$ cat src/rtl/vertex_unpack_stage.sv
// Registered vertex unpack: clamps NUM_VERTS (x,y) pairs to signed COORD_W, passes attributes, queues in a DEPTH FIFO.
// Optional macro VUNPACK_CULL_DEGENERATE_EN drops zero-area triangles (NUM_VERTS==3) and counts them in cull_cnt.
module vertex_unpack_stage #(
  parameter int WORD_W    = 32,
  parameter int IN_WORDS  = 15,
  parameter int NUM_VERTS = 3,
  parameter int COORD_W   = 10,
  parameter int DEPTH     = 2,
  parameter int CNT_W     = 16
) (
  input  logic                                      clk,
  input  logic                                      rst,
  input  logic                                      in_valid,
  output logic                                      in_ready,
  input  logic [WORD_W*IN_WORDS-1:0]                in_data,
  output logic                                      out_valid,
  input  logic                                      out_ready,
  output logic [NUM_VERTS*COORD_W-1:0]              out_vx,
  output logic [NUM_VERTS*COORD_W-1:0]              out_vy,
  output logic [WORD_W*(IN_WORDS-2*NUM_VERTS)-1:0]  out_attr,
  output logic [2*NUM_VERTS-1:0]                    out_ovf,
  output logic [CNT_W-1:0]                          prim_cnt,
  output logic [CNT_W-1:0]                          ovf_cnt,
  output logic [CNT_W-1:0]                          cull_cnt
);

  localparam int CW = NUM_VERTS * COORD_W;
  localparam int AW = WORD_W * (IN_WORDS - 2 * NUM_VERTS);
  localparam int OW = 2 * NUM_VERTS;
  localparam int EW = OW + AW + 2 * CW;
  localparam int PW = (DEPTH > 1) ? $clog2(DEPTH) : 1;

  // Returns {ovf, clamped coordinate}; words already in range keep their low bits.
  function automatic logic [COORD_W:0] clamp_coord(input logic signed [WORD_W-1:0] val);
    logic signed [WORD_W-1:0] max_v;
    logic signed [WORD_W-1:0] min_v;
    max_v = $signed(WORD_W'((1 << (COORD_W - 1)) - 1));
    min_v = ~max_v;
    if (val > max_v)      return {1'b1, max_v[COORD_W-1:0]};
    else if (val < min_v) return {1'b1, min_v[COORD_W-1:0]};
    else                  return {1'b0, val[COORD_W-1:0]};
  endfunction

  function automatic logic [CNT_W-1:0] sat_inc(input logic [CNT_W-1:0] cnt, input logic en);
    return (en && (cnt != '1)) ? cnt + 1'b1 : cnt;
  endfunction

  logic [COORD_W:0]  cx_p0 [NUM_VERTS];
  logic [COORD_W:0]  cy_p0 [NUM_VERTS];
  logic [CW-1:0]     vx_p0, vy_p0;
  logic [OW-1:0]     ovf_p0;
  logic [AW-1:0]     attr_p0;
  logic [EW-1:0]     entry_p0;
  logic              degen_p0;
  logic              accept, push, pop;

  logic [EW-1:0]     mem_q [DEPTH];
  logic [EW-1:0]     mem_d [DEPTH];
  logic [PW-1:0]     rd_ptr_q, rd_ptr_d, wr_ptr_q, wr_ptr_d, head_idx;
  logic [PW:0]       count_q, count_d;
  logic [CNT_W-1:0]  prim_cnt_q, prim_cnt_d, ovf_cnt_q, ovf_cnt_d;

  // Stage p0: unpack and clamp the incoming record
  always_comb begin
    vx_p0  = '0;
    vy_p0  = '0;
    ovf_p0 = '0;
    for (int v = 0; v < NUM_VERTS; v++) begin
      cx_p0[v] = clamp_coord($signed(in_data[(2*v)*WORD_W +: WORD_W]));
      cy_p0[v] = clamp_coord($signed(in_data[(2*v+1)*WORD_W +: WORD_W]));
      vx_p0[v*COORD_W +: COORD_W] = cx_p0[v][COORD_W-1:0];
      vy_p0[v*COORD_W +: COORD_W] = cy_p0[v][COORD_W-1:0];
      ovf_p0[2*v]   = cx_p0[v][COORD_W];
      ovf_p0[2*v+1] = cy_p0[v][COORD_W];
    end
    attr_p0  = in_data[2*NUM_VERTS*WORD_W +: AW];
    entry_p0 = {ovf_p0, attr_p0, vy_p0, vx_p0};
  end

`ifdef VUNPACK_CULL_DEGENERATE_EN
  localparam int AREA_W = 2 * COORD_W + 3;

  logic signed [AREA_W-1:0] ax_p0 [3];
  logic signed [AREA_W-1:0] ay_p0 [3];
  logic signed [AREA_W-1:0] area_p0;
  logic [CNT_W-1:0]         cull_cnt_q, cull_cnt_d;

  always_comb begin
    for (int v = 0; v < 3; v++) begin
      ax_p0[v] = {{(AREA_W-COORD_W){vx_p0[v*COORD_W+COORD_W-1]}}, vx_p0[v*COORD_W +: COORD_W]};
      ay_p0[v] = {{(AREA_W-COORD_W){vy_p0[v*COORD_W+COORD_W-1]}}, vy_p0[v*COORD_W +: COORD_W]};
    end
    area_p0  = (ax_p0[1] - ax_p0[0]) * (ay_p0[2] - ay_p0[0])
             - (ax_p0[2] - ax_p0[0]) * (ay_p0[1] - ay_p0[0]);
    degen_p0 = (area_p0 == '0);
    cull_cnt_d = sat_inc(cull_cnt_q, accept & degen_p0);
  end

  always_ff @(posedge clk) begin
    if (rst) cull_cnt_q <= '0;
    else     cull_cnt_q <= cull_cnt_d;
  end

  assign cull_cnt = cull_cnt_q;
`else
  assign degen_p0 = 1'b0;
  assign cull_cnt = '0;
`endif

  assign in_ready  = (count_q < (PW+1)'(DEPTH));
  assign out_valid = (count_q != '0);
  assign accept    = in_valid & in_ready;
  assign push      = accept & ~degen_p0;
  assign pop       = out_valid & out_ready;

  // When empty, keep showing the most recently popped slot so outputs hold their last value.
  assign head_idx = out_valid ? rd_ptr_q : rd_ptr_q - PW'(1);
  assign {out_ovf, out_attr, out_vy, out_vx} = mem_q[head_idx];
  assign prim_cnt = prim_cnt_q;
  assign ovf_cnt  = ovf_cnt_q;

  always_comb begin
    mem_d = mem_q;
    if (push) mem_d[wr_ptr_q] = entry_p0;
    wr_ptr_d   = wr_ptr_q + PW'(push);
    rd_ptr_d   = rd_ptr_q + PW'(pop);
    count_d    = count_q + (PW+1)'(push) - (PW+1)'(pop);
    prim_cnt_d = sat_inc(prim_cnt_q, accept);
    ovf_cnt_d  = sat_inc(ovf_cnt_q, accept & (|ovf_p0));
  end

  // Stage p1: FIFO storage and statistics
  always_ff @(posedge clk) begin
    if (rst) begin
      for (int i = 0; i < DEPTH; i++) mem_q[i] <= '0;
      rd_ptr_q   <= '0;
      wr_ptr_q   <= '0;
      count_q    <= '0;
      prim_cnt_q <= '0;
      ovf_cnt_q  <= '0;
    end else begin
      mem_q      <= mem_d;
      rd_ptr_q   <= rd_ptr_d;
      wr_ptr_q   <= wr_ptr_d;
      count_q    <= count_d;
      prim_cnt_q <= prim_cnt_d;
      ovf_cnt_q  <= ovf_cnt_d;
    end
  end

endmodule

$ cat config.mk
export PLATFORM = sky130hd
export DESIGN_NAME = vertex_unpack_stage
export DESIGN_NICKNAME = d
export VERILOG_FILES = /design/src/rtl/vertex_unpack_stage.sv
export SDC_FILE = /design/constraint.sdc
export NUM_CORES = 1
export LEC_CHECK = 0
export CAP_MARGIN = 20
export CORE_AREA = 2 2 349 351
export DETAILED_ROUTE_END_ITERATION = 16
export DIE_AREA = 0 0 351 353
export HOLD_SLACK_MARGIN = 0.03
export PLACE_DENSITY = 0.56
export SLEW_MARGIN = 20
export SYNTH_ARGS = -nofsm -noshare
export SYNTH_HDL_FRONTEND = slang
export SYNTH_SLANG_ARGS = --single-unit
$ cat constraint.sdc
create_clock -name clk -period 2.9 [get_ports clk]
set_input_delay 0.58 -clock clk [delete_from_list [all_inputs] [get_ports clk]]
set_output_delay 0.58 -clock clk [all_outputs]
set_load 0.02 [all_outputs]
==> impl_metrics.yaml <==
global_routing:
  globalRoute.busiestLayer: "met2"
  grt_usage_pct: 17.20
  global_route.usage.met2_pct: 27.38
  grt_start_max_net_pins: 113
  grt_pass1_wl_mm: 162.9
  global_route.usage.met1_pct: 20.81
  first_global_vias: 25699
  globalRouteOverflowTotal: 0
  grt_antenna_before_repair: 25
  gr-usage-met3_pct: 6.837
clock_network:
  cts-htree-levels: 3
  cts.sink_count: 744
  cts_buffer_count: 88
  worst_setup_hold_path_clk_slew_ns: 0.06
  cts-root-buf: "clkbuf_16"
  max-clock-path-buffers: 3
  cts_tree: "built"
  clk-insertion-delay-late_ns: 0.65
  post_cts_hold_buffer_count: 0
timing:
  setup_viol: 320
  worst_hold_margin_ns: 0.3223
  relSlewSlack_pct: 37.33
  final_hold_violation_count: 0
  worst_slack_ns: -0.1938
  final_cycle_utilization_of_the_critical_path_pct: 106.7
  fin_crit_ns: 3.094
  tightestPinTransition_ns: 0.9365
  drv_slew: 0
  finalClockSkew_ns: 0.02523
  fin_setup_tns_ns: -24.09
  rsz0062_at_grt: "true"
  top_achievable_clock_speed_mhz: 323.2
setup_path:
  critPathRequiredTime_ns: 2.32
  regToRegStartpoint: "prim_cnt[0]"
  ff_to_ff_end: "prim_cnt[7]"
  timing.reg2reg.setup_slack_ns: 0.48
  worst-r2r-cell-count: 8
  critical_path_maximum_fanout: 8
  timing.critical_path.from_type: "flop"
  worst_setup_path_startpoint: "count_q[0]"
  cp_data_arrival_time_ns: 2.51
  crit_type: "flop to primary output"
  setup.worst_path.end_class: "primary output"
place:
  post-dp-hpwl_mm: 79.84
  final_replace_weighted_congestion: 0.8883
  port_buffers: 871
  detailedPlace.worstSlack_ns: -0.6587
synth:
  yosys.cell_types.count: 50
  yosys-mux-area-fraction_pct: 33.10
  synth-seq-cells: 744
  area_share_of_fa_ha_maj_cells_after_synthesis_pct: 0.2382
  synth-async-reset-ratio_pct: 0
  syn_area_um2: 31520
  post_synthesis_sequential_area_ratio_pct: 47.26
  ys_warn_count: 0
  synth_flop_cell: "dfxtp_1"
  synthesis.instances: 3113
  synth_enable_flop_cells: 0
  synth_compound_area_share_pct: 3.073
  synthXorXnorAreaFrac_pct: 0.5002
  synth.avg_cell_area_um2: 10.12
  dominant_combinational_cell_family_by_area_after_synthesis: "multiplexers"
  synth-simple-area-share_pct: 12.71
route:
  drt_first_iter_violations: 1214
  vias: 25933
  drt-total-wl_mm: 113.0
  ant_nets: 0
  firstDrtPassIters: 5
  route.detailed.wl_per_inst_um: 19.40
  drc: 0
  post_drt_via_cell_ratio: 4.451
finish:
  final_layout_size_suffix_gt1_share_pct: 26.58
  final_net_count: 4607
  num-fill-cells: 11910
  area.growth.synth_to_final_pct: 51.32
power_and_ir_drop:
  ir_drop_v: 0.0005539
  leakage_nw: 19.64
  pwr_density_cell_nw_per_um2: 987.4
  finalPower_mw: 47.09
hold_path:
  hold_depth: 2
  timing.hold.worst_endpoint: "mem_q[277]"
  hold_class: "input pin to flop"
  holdCritStartpoint: "rst"
die:
  dieHeight_um: 353
  floorplan.die.width_um: 351
  die_area_um2: 123900
  initial_utilization_pct: 26.13
  num_rows: 128
  placeableCoreArea_um2: 120600
  top_level_i_o_count: 888
job:
  max_cap_violations: 0
status:
  status: "complete, but fails checks"
  failed_checks: "negative setup slack"
==> how the worst max path moves through the flow <==
stage | endpoint | slack, ns | cells after the start
2_1_floorplan | out_attr[233] | 0.005 | 7
3_3_place_gp | ovf_cnt[4] | -0.66 | 10
3_5_place_dp | ovf_cnt[9] | -0.66 | 10
4_1_cts | out_attr[234] | -0.62 | 10
5_1_grt | out_ovf[2] | -0.30 | 11
6_report | out_ovf[2] | -0.19 | 11
==> area by class of cell <==
| type | instances | area, um2 | share of cell area (%) |
|---|---|---|---|
| clock buffers | 133 | 2665 | 5.588 |
| clock inverters | 24 | 281.5 | 0.5903 |
| diodes | 17 | 42.54 | 0.08920 |
| multi-input cells | 2141 | 16250 | 34.08 |
| inverters | 8 | 30.03 | 0.06297 |
| repair buffers | 1134 | 11490 | 24.09 |
| well taps | 1625 | 2033 | 4.263 |
| flip-flops and latches | 744 | 14900 | 31.24 |
==> per-stage QoR <==
step           instances  instance area (um2)  utilization [%]
4_1_cts             5764                47020            38.99
5_1_grt             5822                47680            39.54
2_1_floorplan       3128                31570                -
6_report            5826                47690            39.55
3_3_place_gp        5562                43280            35.89
3_5_place_dp        5562                43280            35.89
==> layer usage <==
layer	share of wire, %	routed length (um)
met5	0.21	233
met4	3.2	3625
met3	9.0	10190
met2	45	51290
met1	42	47680
==> report_power, final <==
| part | leakage (nW) | internal, mW | switching [mW] |
|---|---|---|---|
| sequential | 6.08 | 11.5 | 0.611 |
| clock | 1.45 | 6.70 | 4.52 |
| combinational | 12.1 | 12.7 | 11.1 |
| total | 19.6 | 30.9 | 16.2 |
==> logic make-up (layout without fill, tap and decap cells) <==
group	after synthesis	count (layout)
AND/OR/NAND/NOR	962	962
AO/OA/AOI/OAI	144	144
flip-flops	744	744
buffers and inverters	243	1299
XOR/XNOR	18	18
adder cells (fa/ha/maj)	6	6
multiplexers	995	995
other	1	33
==> cell usage in the layout, fill, tap and decap left out, types with 23 or more instances in the layout <==
master           synthesis  routed
buf_6                    0     153
nor4_1                  36      36
nand2_1                 31      30
nand4_1                 36      36
buf_2                    0      94
mux2i_1                633     633
clkbuf_8                 0      23
mux2_2                 355     222
mux2_4                   5     138
nor2_1                 784     783
clkbuf_16                0     100
a211oi_1                76      76
dfxtp_1                744     741
clkdlybuf4s50_1          0     516
buf_4                   18     186
buf_12                   0      58
clkbuf_2                 0      49
a21oi_1                 47      47
==> timing repair <==
action,CTS,global route
setup endpoints to repair,354,363
cloned,14,12
gates resized for setup,698,1069
setup buffers,31,47
pin swaps,1,1
==> Yosys cell counts, drive strengths merged (6+ instances only) <==
| cell | instances | area (um2) |
|---|---|---|
| nor2 | 784 | 2943 |
| dfxtp | 744 | 14890 |
| a211oi | 76 | 570.6 |
| o31ai | 6 | 55.05 |
| nor4 | 36 | 225.2 |
| nand3 | 13 | 65.06 |
| mux2i | 633 | 6336 |
| nand4 | 36 | 225.2 |
| ha | 6 | 75.07 |
| xor2 | 9 | 78.83 |
| nor3 | 13 | 70.07 |
| xnor2 | 9 | 78.83 |
| nor2b | 9 | 56.30 |
| nand2 | 31 | 116.4 |
| buf | 84 | 382.9 |
| inv | 7 | 26.28 |
| clkbuf | 151 | 566.8 |
| mux2 | 362 | 4095 |
| a21oi | 47 | 235.2 |
| or4 | 11 | 82.58 |
==> registers in the layout (all words and copies together) (netlist names) <==
| register | count |
|---|---|
| prim_cnt | 16 |
| ovf_cnt | 16 |
| count_q | 2 |
| wr_ptr_q | 1 |
| rd_ptr_q | 1 |
| mem_q | 708 |
==> critical path: stages (launching register included) <==
cell	delay (ns)
dfxtp_2	0.31
inv_2	0.07
nand2_4	0.07
xor2_4	0.16
buf_8	0.15
buf_16	0.15
buf_12	0.14
buf_12	0.12
buf_8	0.12
buf_6	0.11
mux2_4	0.29
buf_6	0.14
No activity file was read; power rests on OpenSTA's default activity.
